**config.mk**
```make
export PLATFORM = sky130hd
export DESIGN_NAME = sevenseg_scan_ctrl_flat
export DESIGN_NICKNAME = d
export VERILOG_FILES = /design/src/rtl/sevenseg_if.sv /design/src/rtl/sevenseg_scan_ctrl.sv /design/src/flat_wrapper.sv
export SDC_FILE = /design/constraint.sdc
export NUM_CORES = 1
export LEC_CHECK = 0
export BUFFER_PORTS_ARGS = -buffer_cell sky130_fd_sc_hd__buf_4
export CORE_ASPECT_RATIO = 1.5
export CORE_MARGIN = 1
export CORE_UTILIZATION = 35
export DETAILED_ROUTE_END_ITERATION = 10
export HOLD_SLACK_MARGIN = 0.02
export PLACE_DENSITY = 0.57
export SYNTH_ARGS = -nofsm -noshare
export SYNTH_HDL_FRONTEND = slang
export SYNTH_SLANG_ARGS = --single-unit
```
**constraint.sdc**
```tcl
create_clock -name clk -period 3.55 [get_ports clk]
set_clock_uncertainty 0.2 [all_clocks]
set_input_delay 0.71 -clock clk [delete_from_list [all_inputs] [get_ports clk]]
set_output_delay 0.71 -clock clk [all_outputs]
set_load 0.03 [all_outputs]
```
**src/rtl/sevenseg_if.sv**
```systemverilog
// sevenseg_if: display value/control inputs and anode/segment outputs of the scan controller
interface sevenseg_if #(
  parameter int NUM_DIGITS = 8,
  parameter int PWM_BITS   = 4
);
  logic [4*NUM_DIGITS-1:0] value;
  logic [NUM_DIGITS-1:0]   dp;
  logic [NUM_DIGITS-1:0]   digit_en;
  logic                    blank_lz;
  logic [PWM_BITS-1:0]     brightness;
  logic [NUM_DIGITS-1:0]   an;
  logic [6:0]              seg;
  logic                    dp_out;
  logic                    frame_start;
  modport master (
    output value, dp, digit_en, blank_lz, brightness,
    input  an, seg, dp_out, frame_start
  );
  modport slave (
    input  value, dp, digit_en, blank_lz, brightness,
    output an, seg, dp_out, frame_start
  );
endinterface

```
**src/rtl/sevenseg_scan_ctrl.sv**
```systemverilog
// sevenseg_scan_ctrl: multiplexed hex display scanner with frame snapshot, blanking and PWM dimming
module sevenseg_scan_ctrl #(
  parameter int NUM_DIGITS = 8,
  parameter int DIV        = 100000,
  parameter int PWM_BITS   = 4,
  parameter bit ACTIVE_LOW = 1
) (
  input logic       clk,
  input logic       Rst,
  sevenseg_if.slave bus
);
  localparam int IW = NUM_DIGITS > 1 ? $clog2(NUM_DIGITS) : 1;
  localparam int PW = DIV > 1 ? $clog2(DIV) : 1;
  localparam logic [IW-1:0] LAST = IW'(NUM_DIGITS - 1);
  localparam logic [PW-1:0] PRE_MAX = PW'(DIV - 1);
  logic [PW-1:0]           pre_cnt;
  logic [IW-1:0]           idx;
  logic [PWM_BITS-1:0]     pwm_cnt;
  logic                    snap_pend;
  logic [4*NUM_DIGITS-1:0] sh_value;
  logic [NUM_DIGITS-1:0]   sh_dp;
  logic [NUM_DIGITS-1:0]   sh_en;
  logic                    sh_blank;
  logic                    tick;
  logic                    wrap;
  logic                    pwm_on;
  logic                    lit;
  logic                    zero_run;
  logic [IW-1:0]           sel;
  logic [3:0]              nib;
  logic [6:0]              dec;
  logic [NUM_DIGITS-1:0]   dark;
  assign tick   = pre_cnt == PRE_MAX;
  assign wrap   = tick && idx == LAST;
  assign sel    = idx <= LAST ? idx : '0;
  assign nib    = sh_value[4*sel +: 4];
  assign pwm_on = &bus.brightness || pwm_cnt < bus.brightness;
  assign lit    = pwm_on && !dark[sel];
  // walk from the most significant digit down, tracking whether everything above is zero
  always_comb begin
    zero_run = 1'b1;
    dark = '0;
    for (int i = NUM_DIGITS - 1; i >= 0; i--) begin
      zero_run = zero_run && sh_value[4*i +: 4] == 4'd0;
      dark[i] = !sh_en[i] || (sh_blank && i > 0 && zero_run);
    end
  end
  // hex to active-low abcdefg segment code
  always_comb begin
    case (nib)
      4'h0: dec = 7'b0000001;
      4'h1: dec = 7'b1001111;
      4'h2: dec = 7'b0010010;
      4'h3: dec = 7'b0000110;
      4'h4: dec = 7'b1001100;
      4'h5: dec = 7'b0100100;
      4'h6: dec = 7'b0100000;
      4'h7: dec = 7'b0001111;
      4'h8: dec = 7'b0000000;
      4'h9: dec = 7'b0000100;
      4'hA: dec = 7'b0001000;
      4'hB: dec = 7'b1100000;
      4'hC: dec = 7'b0110001;
      4'hD: dec = 7'b1000010;
      4'hE: dec = 7'b0110000;
      default: dec = 7'b0111000;
    endcase
  end
  // prescaler, digit scan, frame snapshot and registered pin drive
  always_ff @(posedge clk) begin
    if (Rst) begin
      pre_cnt         <= '0;
      idx             <= '0;
      pwm_cnt         <= '0;
      snap_pend       <= 1'b1;
      sh_value        <= '0;
      sh_dp           <= '0;
      sh_en           <= '0;
      sh_blank        <= 1'b0;
      bus.an          <= {NUM_DIGITS{ACTIVE_LOW}};
      bus.seg         <= {7{ACTIVE_LOW}};
      bus.dp_out      <= ACTIVE_LOW;
      bus.frame_start <= 1'b0;
    end else begin
      pre_cnt         <= tick ? '0 : pre_cnt + 1'b1;
      idx             <= tick ? (wrap ? '0 : idx + 1'b1) : idx;
      pwm_cnt         <= pwm_cnt + 1'b1;
      snap_pend       <= wrap;
      bus.frame_start <= snap_pend;
      if (snap_pend) begin
        sh_value <= bus.value;
        sh_dp    <= bus.dp;
        sh_en    <= bus.digit_en;
        sh_blank <= bus.blank_lz;
      end
      bus.an     <= (lit ? NUM_DIGITS'(1) << sel : '0) ^ {NUM_DIGITS{ACTIVE_LOW}};
      bus.seg    <= lit ? (ACTIVE_LOW ? dec : ~dec) : {7{ACTIVE_LOW}};
      bus.dp_out <= (lit && sh_dp[sel]) ^ ACTIVE_LOW;
    end
  end
endmodule

```
**src/flat_wrapper.sv**
```systemverilog
// flat-port wrapper written by rule: the top's interface ports become plain ports
module sevenseg_scan_ctrl_flat 
#(
  parameter int NUM_DIGITS = 8,
  parameter int DIV        = 100000,
  parameter int PWM_BITS   = 4,
  parameter bit ACTIVE_LOW = 1
)
  (clk, Rst, bus_value, bus_dp, bus_digit_en, bus_blank_lz, bus_brightness, bus_an, bus_seg, bus_dp_out, bus_frame_start);
  sevenseg_if #(.NUM_DIGITS(NUM_DIGITS), .PWM_BITS(PWM_BITS)) bus_i ();
  input logic clk;
  input logic Rst;
  input wire logic [$bits(bus_i.value)-1:0] bus_value;
  input wire logic [$bits(bus_i.dp)-1:0] bus_dp;
  input wire logic [$bits(bus_i.digit_en)-1:0] bus_digit_en;
  input wire logic [$bits(bus_i.blank_lz)-1:0] bus_blank_lz;
  input wire logic [$bits(bus_i.brightness)-1:0] bus_brightness;
  output wire logic [$bits(bus_i.an)-1:0] bus_an;
  output wire logic [$bits(bus_i.seg)-1:0] bus_seg;
  output wire logic [$bits(bus_i.dp_out)-1:0] bus_dp_out;
  output wire logic [$bits(bus_i.frame_start)-1:0] bus_frame_start;
  assign bus_i.value = bus_value;
  assign bus_i.dp = bus_dp;
  assign bus_i.digit_en = bus_digit_en;
  assign bus_i.blank_lz = bus_blank_lz;
  assign bus_i.brightness = bus_brightness;
  assign bus_an = bus_i.an;
  assign bus_seg = bus_i.seg;
  assign bus_dp_out = bus_i.dp_out;
  assign bus_frame_start = bus_i.frame_start;
  sevenseg_scan_ctrl #(.NUM_DIGITS(NUM_DIGITS), .DIV(DIV), .PWM_BITS(PWM_BITS), .ACTIVE_LOW(ACTIVE_LOW)) u_core (.clk(clk), .Rst(Rst), .bus(bus_i));
endmodule
```
Word level (Yosys, flattened, before mapping)
Memories as Yosys holds them, arrays and structs flattened. A register that Yosys moved wholly into a read port is not among the register bits.
Index checks and enable logic that the tools add are counted.
- bits in registers: 84
- bits in read-only memories: 112
- bits of input ports: 55
- output and inout bits: 17
- logic and storage cells: 75
- memories kept: 1
- memories (name ; depth ; width ; read ports ; clocked after Yosys merged registers in ; write ports ; line ; text):
    (no name shown) ; 16 ; 7 ; 1 ; 1 ; 0 ; sevenseg_scan_ctrl.sv:50 ; case (nib)
- add/subtract/negate cells: 3
- magnitude comparators: 3
- equality and inequality tests: 2
- shifts and indexed selects: 2
- muxes and demuxes: 7
- bitwise gates (word level): 3
- reductions and logical operators: 43
- operators by type and width (cell ; number):
    $shiftx A32 B6 Y4 ; 1
    $logic_not A4 Y1 ; 7
    $add A17 B1 Y17 const B ; 1
    $eq A17 B17 Y1 const B ; 1
    $logic_and A1 B1 Y1 ; 16
    $logic_not A1 Y1 ; 9
    $logic_or A1 B1 Y1 ; 8
    $mux W8 ; 1
    $not A8 Y8 ; 1
    $shl A1 B3 Y8 const A ; 1
    $bmux W1 S3 ; 2
    $mux W3 ; 2
    $add A4 B1 Y4 const B ; 1
    $lt A3 B4 Y1 const B ; 1
    $lt A4 B4 Y1 ; 1
    $reduce_and A4 Y1 ; 1
    $reduce_or A2 Y1 ; 2
    $add A3 B1 Y3 const B ; 1
    $eq A3 B3 Y1 const B ; 1
    $le A3 B3 Y1 const B ; 1
    $mux W1 ; 2
    $not A1 Y1 ; 2

Depth between registers and ports, before layout
Gate-level depths: netlist of the first run.
- depth in word-level cells: 15
- depth in mapped cells: 13
- gate-level depth less buffers: 13

Worst setup path after synthesis of the first run
OpenSTA, ideal clock, no wires.
- kind: register to register
- from: reg u_core.idx[0]
- to: reg u_core.bus.seg[3]
- data arrival time: 2.383 ns
- data required time: 3.216 ns
- slack: 0.833 ns
- stages on the path, launching flop included: 12
- period minus slack after synthesis: 2.717 ns
- path through: dfxtp_1 ha_1 ha_1 nor2b_1 mux2i_1 o221ai_1 nor2_1 or2_2 ha_1 nand2_1 o211ai_1 o2111ai_1
- word-level cells in the longest chain between the ends: 8
- elaborated cells on any way between the ends: 9
- classes of those cells: order compare: 1; shift: 1; mux: 3; bitwise: 1; reduce/logical: 3
- ends and longest elaborated chain (item ; line ; text):
    start, declared ; sevenseg_scan_ctrl.sv:17 ; logic [IW-1:0] idx;
    start signal, assigned ; sevenseg_scan_ctrl.sv:86 ; idx <= tick ? (wrap ? '0 : idx + 1'b1) : idx;
    $le A3 B3 Y1 ; sevenseg_scan_ctrl.sv:35 ; assign sel = idx <= LAST ? idx : '0;
    $mux W3 (*) ; sevenseg_scan_ctrl.sv:35 ;
    $bmux W1 S3 ; sevenseg_scan_ctrl.sv:38 ; assign lit = pwm_on && !dark[sel];
    $mux W1 (not written as such) ; sevenseg_scan_ctrl.sv:38 ;
    $logic_not A1 Y1 ; sevenseg_scan_ctrl.sv:38 ;
    $logic_and A1 B1 Y1 ; sevenseg_scan_ctrl.sv:38 ;
    $not A1 Y1 (no line) ; - ;
    $reduce_or A2 Y1 (no line) ; - ;
    end, declared ; sevenseg_if.sv:21 ; output an, seg, dp_out, frame_start
Mark *: on every way between the ends. The rest lies on a longest branch, timed or not. The select of a mux whose other input is x is not followed.
A chain may end at the register's enable or synchronous reset.

Worst setup path in the final report of the first run
- from: reg u_core.idx[2]
- to: reg u_core.bus.seg[2]
The elaborated chain is that of the path after synthesis.

==> results of run 1 <==
-- cell usage after synthesis, types with 4 or more instances --
cell,n
dfxtp_1,91
nor2_1,84
mux2i_1,59
nand2_1,18
inv_1,16
nand3_1,16
o21ai_0,14
xor2_1,13
ha_1,12
clkbuf_1,11
buf_1,7
nand4_1,7
nor2b_1,7
a21oi_1,6
nand2b_1,6
o211ai_1,6
and2_1,5
nor3b_1,5
xnor2_1,5
a31oi_1,4
and4_1,4
buf_6,4
nor3_1,4
o2111ai_1,4
o221ai_1,4
or4_1,4
-- final cells by class --
type	count	area, µm²
sequential	91	1820
inverter	16	60.1
clock inverter	4	25.0
fill	1232	6780
timing repair buffer	78	586
tap	153	191
clock buffer	12	256
multi-input combinational	336	2290
-- flip-flops by register name, summed over array words and instances (netlist names) --
signal,flops
u_core.sh_value,32
u_core.pre_cnt,17
u_core.bus.an,8
u_core.sh_dp,8
u_core.sh_en,8
u_core.bus.seg,7
u_core.pwm_cnt,4
u_core.idx,3
u_core.bus.dp_out,1
u_core.bus.frame_start,1
u_core.sh_blank,1
u_core.snap_pend,1
-- routing by layer --
metal	global-route usage (%)	wire length, µm	up-vias	share of wire (%)
met5	0	0	-	0
met4	10.1	431	0	3.9
met3	3.41	348	22	3.2
met2	31.5	5900	80	54
met1	19.3	4330	1685	39
li1	-	-	1777	-
-- worst reg2reg max path, cell delays in order, from the launching register on --
cell	delay [ps]
dfxtp_1	530
ha_1	360
nor4bb_1	90
a211oi_1	340
o21ai_0	150
a221o_1	390
inv_1	130
ha_1	150
inv_1	40
a221oi_1	290
o221ai_1	190
-- final timing paths --
check                     from                end  slack, ps  cells after the start
max reg2reg      u_core.idx[2]  u_core.bus.seg[2]        540                     10
min reg2reg  u_core.pwm_cnt[0]  u_core.pwm_cnt[0]        260                      1
max              u_core.idx[2]  u_core.bus.seg[2]        540                     10
min          u_core.pwm_cnt[0]  u_core.pwm_cnt[0]        260                      1
-- where the power goes --
group | total, mW | switching (mW) | internal (mW)
sequential | 1.11 | 0.0452 | 1.07
combinational | 0.229 | 0.111 | 0.118
clock | 0.894 | 0.384 | 0.510
total | 2.23 | 0.540 | 1.69
-- through the flow --
stage                     setup WS, ps  power, mW  hold WS [ps]  utilization (%)  std cells
after floorplan                    833       1.26           225                -        469
after global placement             653       1.36           244             41.2        674
after detailed placement           578       1.36           246             41.2        674
after CTS                          554       2.27           262             43.6        690
after global routing               198       2.34           273             43.6        690
final                              540       2.23           256             43.6        690
-- cell families after synthesis --
| kind of cell | Yosys count |
|---|---|
| AND/OR/NAND/NOR | 183 |
| multiplexers | 59 |
| buffers and inverters | 42 |
| XOR/XNOR | 18 |
| flip-flops | 91 |
| adder cells (fa/ha/maj) | 12 |
| AO/OA/AOI/OAI | 64 |
==> flow_results.xml, run 1 <==
<?xml version="1.0" encoding="UTF-8"?>
<metrics>
  <group name="outcome">
    <metric name="run_status" unit="">complete, no violations</metric>
  </group>
  <group name="die">
    <metric name="die_x" unit="µm">92.7</metric>
    <metric name="design.portCount" unit="">72</metric>
    <metric name="die_area" unit="µm²">12800</metric>
    <metric name="number_of_standard_cell_rows_in_the_floorplan" unit="">49</metric>
    <metric name="placeableCoreArea" unit="µm²">12000</metric>
    <metric name="initial_standard_cell_utilization_of_the_core" unit="%">35.9</metric>
    <metric name="die_height" unit="µm">138</metric>
  </group>
  <group name="detailed_routing">
    <metric name="viasPerCell" unit="">5.17</metric>
    <metric name="via_count" unit="">3564</metric>
    <metric name="drt_pass1_iterations" unit="">5</metric>
    <metric name="drt-wirelength-per-cell" unit="µm">16.0</metric>
    <metric name="violation_count_after_the_first_detailed_route_iteration" unit="">210</metric>
    <metric name="route.final.wire_length" unit="µm">11000</metric>
    <metric name="detail_route.drc_violations" unit="">0</metric>
    <metric name="ant_nets" unit="">0</metric>
  </group>
  <group name="critical_path">
    <metric name="critPathRequiredTime" unit="ps">3540</metric>
    <metric name="worst_stage_delay_on_the_critical_path" unit="ps">530</metric>
    <metric name="startpoint_type" unit="">flip-flop</metric>
    <metric name="critical_path_class" unit="">reg2reg</metric>
    <metric name="path_delay_family" unit="">compound AO/OA/AOI/OAI gates</metric>
    <metric name="cell_chain_critical_path" unit="">ha_1, nor4bb_1, a211oi_1, o21ai_0, a221o_1, inv_1, ha_1, inv_1, a221oi_1, o221ai_1</metric>
    <metric name="cp_slowest_cell" unit="">dfxtp_1</metric>
    <metric name="critical_path_arrival" unit="ps">3000</metric>
    <metric name="crit_path_end_kind" unit="">flip-flop</metric>
    <metric name="timing.critical_path.buf_inv" unit="">2</metric>
    <metric name="crit_path_max_fanout" unit="">11</metric>
  </group>
  <group name="cts">
    <metric name="ctsResizeCount" unit="">0</metric>
    <metric name="cts-root-to-sink-buffers" unit="">2</metric>
    <metric name="cts-hold-fix-buffers" unit="">0</metric>
    <metric name="sinks_on_clock_net" unit="">91</metric>
    <metric name="tritoncts" unit="">built</metric>
    <metric name="cts_h_tree_lvls" unit="">3</metric>
    <metric name="clk-insertion-delay-late" unit="ps">340</metric>
    <metric name="clockRootBuffer" unit="">clkbuf_16</metric>
    <metric name="number_of_buffers_created_by_cts" unit="">9</metric>
    <metric name="cts.repair_timing.setup_buffer_count" unit="">0</metric>
    <metric name="worst_setup_hold_path_clk_slew" unit="ps">60</metric>
  </group>
  <group name="yosys">
    <metric name="synth_enable_flop_cells" unit="">0</metric>
    <metric name="yosys_most_used_dff" unit="">dfxtp_1</metric>
    <metric name="async_flop_share" unit="%">0</metric>
    <metric name="synth.net_count" unit="">536</metric>
    <metric name="post_synth_inst_count" unit="">469</metric>
    <metric name="synth.top_cells.by_area" unit="">dfxtp_1, mux2i_1, nor2_1, ha_1, xor2_1</metric>
    <metric name="synth_seq_cells" unit="">91</metric>
    <metric name="netlist.top_cell.by_area" unit="">dfxtp_1</metric>
    <metric name="syn_avg_cell_area" unit="µm²">9.20</metric>
    <metric name="yosys.area_share.xor_xnor" unit="%">3.65</metric>
    <metric name="synth-seq-area-share" unit="%">42.2</metric>
    <metric name="yosysWarnings" unit="">0</metric>
    <metric name="synth_top_family_by_area" unit="">simple AND/OR/NAND/NOR gates</metric>
    <metric name="synthMuxAreaShare" unit="%">13.7</metric>
    <metric name="mappedNetlistArea" unit="µm²">4320</metric>
    <metric name="synth_compound_area_share" unit="%">10.7</metric>
    <metric name="synthSimpleGateAreaFrac" unit="%">21.6</metric>
    <metric name="post_synth_fa_ha_maj_area_fraction" unit="%">3.48</metric>
    <metric name="synth_largest_type_area_fraction" unit="%">42.2</metric>
    <metric name="synth_cell_types" unit="">58</metric>
  </group>
  <group name="finish">
    <metric name="final_cell_mix" unit="">dfxtp_1, nor2_1, buf_4</metric>
    <metric name="finalInstanceArea" unit="µm²">5230</metric>
    <metric name="final_common_cell" unit="">dfxtp_1</metric>
    <metric name="num_antenna_cells" unit="">0</metric>
    <metric name="syn_to_final_growth" unit="%">21.2</metric>
    <metric name="fin_nets" unit="">599</metric>
    <metric name="post_route_cells_drive_above_1_share" unit="%">19.4</metric>
  </group>
  <group name="sta">
    <metric name="final_min_period_over_clock_period" unit="%">84.8</metric>
    <metric name="setup_repair_after_global_routing_missed_its_margin" unit="">no</metric>
    <metric name="timing.final.max_slew_violations" unit="">0</metric>
    <metric name="timing.final.hold_violations" unit="">0</metric>
    <metric name="actual_transition_at_the_worst_max_transition_pin" unit="ps">752</metric>
    <metric name="fmaxAchievable" unit="GHz">0.332</metric>
    <metric name="maxSlewHeadroom" unit="%">49.9</metric>
    <metric name="setup-violations-final" unit="">0</metric>
    <metric name="setup-tns-final" unit="ps">0</metric>
    <metric name="period_needed" unit="ps">3010</metric>
  </group>
  <group name="power">
    <metric name="worst_ir_drop_vdd" unit="mV">0.216</metric>
    <metric name="power.static_leakage" unit="nW">2.22</metric>
    <metric name="power_density" unit="nW/µm²">427</metric>
  </group>
  <group name="global_routing">
    <metric name="grt_pass1_vias" unit="">3391</metric>
    <metric name="grt.total_usage" unit="%">17.7</metric>
    <metric name="global_route_wire_length_before_repair" unit="µm">17300</metric>
    <metric name="grt_max_degree" unit="">60</metric>
    <metric name="antenna_found_initial" unit="">0</metric>
    <metric name="grt_overflow_total" unit="">0</metric>
  </group>
  <group name="hold_path">
    <metric name="worstHoldPathType" unit="">reg2reg</metric>
  </group>
  <group name="placed_design">
    <metric name="port_buffers" unit="">71</metric>
    <metric name="gp_congestion" unit="">0.884</metric>
    <metric name="placement.cell_area" unit="µm²">4950</metric>
    <metric name="dpl.hpwl" unit="µm">8310</metric>
  </group>
  <group name="flow_run">
    <metric name="drv.max_cap_violation_count" unit="">0</metric>
  </group>
</metrics>
Note: power is estimated with default switching activity, not from simulation.
==> run 2: changes to the inputs <==
--- a/config.mk
+++ b/config.mk
@@ -5,6 +5,7 @@
 export SDC_FILE = /design/constraint.sdc
 export NUM_CORES = 1
 export LEC_CHECK = 0
+export ABC_AREA = 1
 export BUFFER_PORTS_ARGS = -buffer_cell sky130_fd_sc_hd__buf_4
 export CORE_ASPECT_RATIO = 1.5
 export CORE_MARGIN = 1
==> constraint.sdc (replaced) <==
create_clock -name clk -period 2.8 [get_ports clk]
set_clock_uncertainty 0.2 [all_clocks]
set_input_delay 0.56 -clock clk [delete_from_list [all_inputs] [get_ports clk]]
set_output_delay 0.56 -clock clk [all_outputs]
set_load 0.03 [all_outputs]
==> run 2 against run 1 <==
Compared with the run above: synthesized cell count grew 26%; sequential cell count is the same; combinational power grew 32%.
==> flow_results.xml, run 2 <==
<?xml version="1.0" encoding="UTF-8"?>
<metrics>
  <group name="outcome">
    <metric name="run_status" unit="">complete, no violations</metric>
  </group>
  <group name="sta">
    <metric name="fmaxAchievable" unit="GHz">0.388</metric>
    <metric name="hold_ws" unit="ps">229</metric>
    <metric name="period_needed" unit="ps">2580</metric>
    <metric name="setup_repair_after_global_routing_missed_its_margin" unit="">no</metric>
    <metric name="final_min_period_over_clock_period" unit="%">92.1</metric>
    <metric name="maxSlewHeadroom" unit="%">69.5</metric>
    <metric name="actual_transition_at_the_worst_max_transition_pin" unit="ps">457</metric>
    <metric name="timing.final.hold_violations" unit="">0</metric>
    <metric name="timing.final.max_slew_violations" unit="">0</metric>
    <metric name="setup-tns-final" unit="ps">0</metric>
    <metric name="setup-violations-final" unit="">0</metric>
  </group>
  <group name="flow_run">
    <metric name="drv.max_cap_violation_count" unit="">0</metric>
  </group>
  <group name="detailed_routing">
    <metric name="via_count" unit="">3941</metric>
    <metric name="drt_pass1_iterations" unit="">4</metric>
    <metric name="ant_nets" unit="">0</metric>
    <metric name="violation_count_after_the_first_detailed_route_iteration" unit="">160</metric>
    <metric name="viasPerCell" unit="">4.85</metric>
    <metric name="detail_route.drc_violations" unit="">0</metric>
    <metric name="drt-wirelength-per-cell" unit="µm">13.5</metric>
    <metric name="route.final.wire_length" unit="µm">11000</metric>
  </group>
  <group name="placed_design">
    <metric name="port_buffers" unit="">71</metric>
    <metric name="gp_congestion" unit="">0.863</metric>
    <metric name="dp_cells" unit="">796</metric>
    <metric name="dpl.hpwl" unit="µm">8350</metric>
  </group>
  <group name="yosys">
    <metric name="yosys-top-cells-count" unit="">nand2_1, nor2_1, dfxtp_1, inv_1, o21ai_0</metric>
    <metric name="synth-seq-area-share" unit="%">43.4</metric>
    <metric name="synth_seq_cells" unit="">91</metric>
    <metric name="yosys_most_used_dff" unit="">dfxtp_1</metric>
    <metric name="post_synth_inst_count" unit="">589</metric>
    <metric name="post-synth-top-count-cell" unit="">nand2_1</metric>
    <metric name="synth_enable_flop_cells" unit="">0</metric>
    <metric name="synth_cell_types" unit="">37</metric>
    <metric name="yosysWarnings" unit="">0</metric>
    <metric name="synth_largest_type_area_fraction" unit="%">43.4</metric>
    <metric name="syn_avg_cell_area" unit="µm²">7.12</metric>
    <metric name="async_flop_share" unit="%">0</metric>
    <metric name="netlist.top_cell.by_area" unit="">dfxtp_1</metric>
    <metric name="synth.top_cells.by_area" unit="">dfxtp_1, nand2_1, nor2_1, o21ai_0, inv_1</metric>
    <metric name="mappedNetlistArea" unit="µm²">4190</metric>
    <metric name="synth.net_count" unit="">656</metric>
  </group>
  <group name="critical_path">
    <metric name="critPathRequiredTime" unit="ps">2820</metric>
    <metric name="cp_common_cell" unit="">nand3_1</metric>
    <metric name="worst_stage_delay_on_the_critical_path" unit="ps">480</metric>
    <metric name="crit_path_max_fanout" unit="">8</metric>
    <metric name="startpoint_type" unit="">flip-flop</metric>
    <metric name="cp_slowest_cell" unit="">dfxtp_1</metric>
    <metric name="critical_path_arrival" unit="ps">2600</metric>
    <metric name="crit_path_end_kind" unit="">flip-flop</metric>
    <metric name="critical_path_class" unit="">reg2reg</metric>
    <metric name="cell_chain_critical_path" unit="">ha_2, inv_2, nand4_1, o21ai_2, a21oi_1, nand3_1, nand2_1, inv_1, ha_1, nand3_1, nand3_1, o21ai_1, nand2_1</metric>
  </group>
  <group name="finish">
    <metric name="final_common_cell" unit="">nand2_1</metric>
    <metric name="flip_flop_count_of_the_largest_register_after_layout" unit="">32</metric>
    <metric name="top_regs" unit="">u_core.sh_value x32, u_core.pre_cnt x17</metric>
    <metric name="final_cells" unit="">812</metric>
    <metric name="syn_to_final_growth" unit="%">24.6</metric>
    <metric name="final_cell_mix" unit="">nand2_1, nor2_1, dfxtp_1</metric>
    <metric name="final_core_utilization" unit="%">45.1</metric>
    <metric name="fin_nets" unit="">724</metric>
    <metric name="post_route_cells_drive_above_1_share" unit="%">16.8</metric>
    <metric name="largest-register" unit="">u_core.sh_value</metric>
    <metric name="num_antenna_cells" unit="">0</metric>
  </group>
  <group name="die">
    <metric name="number_of_standard_cell_rows_in_the_floorplan" unit="">48</metric>
    <metric name="initial_standard_cell_utilization_of_the_core" unit="%">36.2</metric>
    <metric name="design.portCount" unit="">72</metric>
    <metric name="placeableCoreArea" unit="µm²">11600</metric>
    <metric name="die_x" unit="µm">91.4</metric>
    <metric name="die_height" unit="µm">136</metric>
    <metric name="die_area" unit="µm²">12400</metric>
  </group>
  <group name="cts">
    <metric name="clockRootBuffer" unit="">clkbuf_16</metric>
    <metric name="worst_setup_hold_path_clk_slew" unit="ps">60</metric>
    <metric name="cts-root-to-sink-buffers" unit="">2</metric>
    <metric name="tritoncts" unit="">built</metric>
    <metric name="sinks_on_clock_net" unit="">91</metric>
    <metric name="cts.repair_timing.setup_buffer_count" unit="">0</metric>
    <metric name="cts_h_tree_lvls" unit="">3</metric>
    <metric name="clk-insertion-delay-late" unit="ps">350</metric>
    <metric name="number_of_buffers_created_by_cts" unit="">9</metric>
  </group>
  <group name="global_routing">
    <metric name="grt_pass1_vias" unit="">3886</metric>
    <metric name="grt_max_degree" unit="">55</metric>
    <metric name="antenna_found_initial" unit="">0</metric>
    <metric name="grt.total_usage" unit="%">18.8</metric>
    <metric name="global_route_wire_length_before_repair" unit="µm">18200</metric>
    <metric name="grt_overflow_total" unit="">0</metric>
  </group>
  <group name="power">
    <metric name="tot_pwr" unit="mW">3.15</metric>
    <metric name="power.static_leakage" unit="nW">2.31</metric>
    <metric name="worst_ir_drop_vdd" unit="mV">0.309</metric>
    <metric name="power_density" unit="nW/µm²">604</metric>
  </group>
  <group name="hold_path">
    <metric name="worstHoldPathType" unit="">in2reg</metric>
  </group>
</metrics>
[run 2: changes by cell type after synthesis, sizes merged, moves of 6 or more]
cell    delta
nand2     +91
mux2i     -59
o21ai     +52
inv       +50
a21oi     +26
nor2      +21
nand3     +14
nand4     +11
buf        -7
nor2b      -7
and2       -6
nand2b     -6
or4        -6
[run 2: kinds of logic after synthesis]
| kind of cell | after synthesis | synth area share (%) |
|---|---|---|
| AO/OA/AOI/OAI | 107 | 13.9 |
| XOR/XNOR | 9 | 1.88 |
| flip-flops | 91 | 43.4 |
| buffers and inverters | 91 | 8.77 |
| AND/OR/NAND/NOR | 279 | 28.5 |
| adder cells (fa/ha/maj) | 12 | 3.58 |
[run 2: path summary, 6_finish.rpt]
| path | startpoint | end | slack, ps | cells after the start |
|---|---|---|---|---|
| max | u_core.idx[2] | u_core.bus.seg[0] | 220 | 13 |
| min | bus_digit_en[7] | u_core.sh_en[7] | 230 | 3 |
| max reg2reg | u_core.idx[2] | u_core.bus.seg[0] | 220 | 13 |
| min reg2reg | u_core.pre_cnt[0] | u_core.pre_cnt[0] | 260 | 1 |
[run 2: final cells by class]
type,count,area [µm²]
inverter,69,259
clock buffer,11,233
fill,1204,6360
multi-input combinational,407,2010
timing repair buffer,79,593
tap,150,188
clock inverter,5,125
sequential,91,1820
[run 2: worst max-delay path: cells and delay by family (launching register included)]
family | cells | cell delay, ps
compound gates | 3 | 410
fa+ha+maj | 2 | 520
buf+inv | 2 | 180
flops | 1 | 480
simple gates | 6 | 660
[run 2: power breakdown]
group | switching (mW) | internal [mW]
clock | 0.493 | 0.961
combinational | 0.173 | 0.129
sequential | 0.0403 | 1.36
[run 2: through the flow]
stage,setup WS (ps),instance area [µm²]
2_1_floorplan,441,4190
3_3_place_gp,368,4870
3_5_place_dp,230,4870
4_1_cts,207,5220
5_1_grt,2.31,5230
6_report,220,5230
[run 2: layer usage]
metal | global-route usage [%] | up-vias | share of wire, %
li1 | - | 2039 | -
met1 | 19.3 | 1805 | 40
met2 | 35.3 | 76 | 53
met3 | 3.08 | 21 | 3.3
met4 | 11.3 | 0 | 3.6
met5 | 0 | - | 0
[run 2: what timing repair did]
item,CTS,global route
endpoints found under the setup margin,0,11
gates resized for setup,0,1
hold buffers,0,0
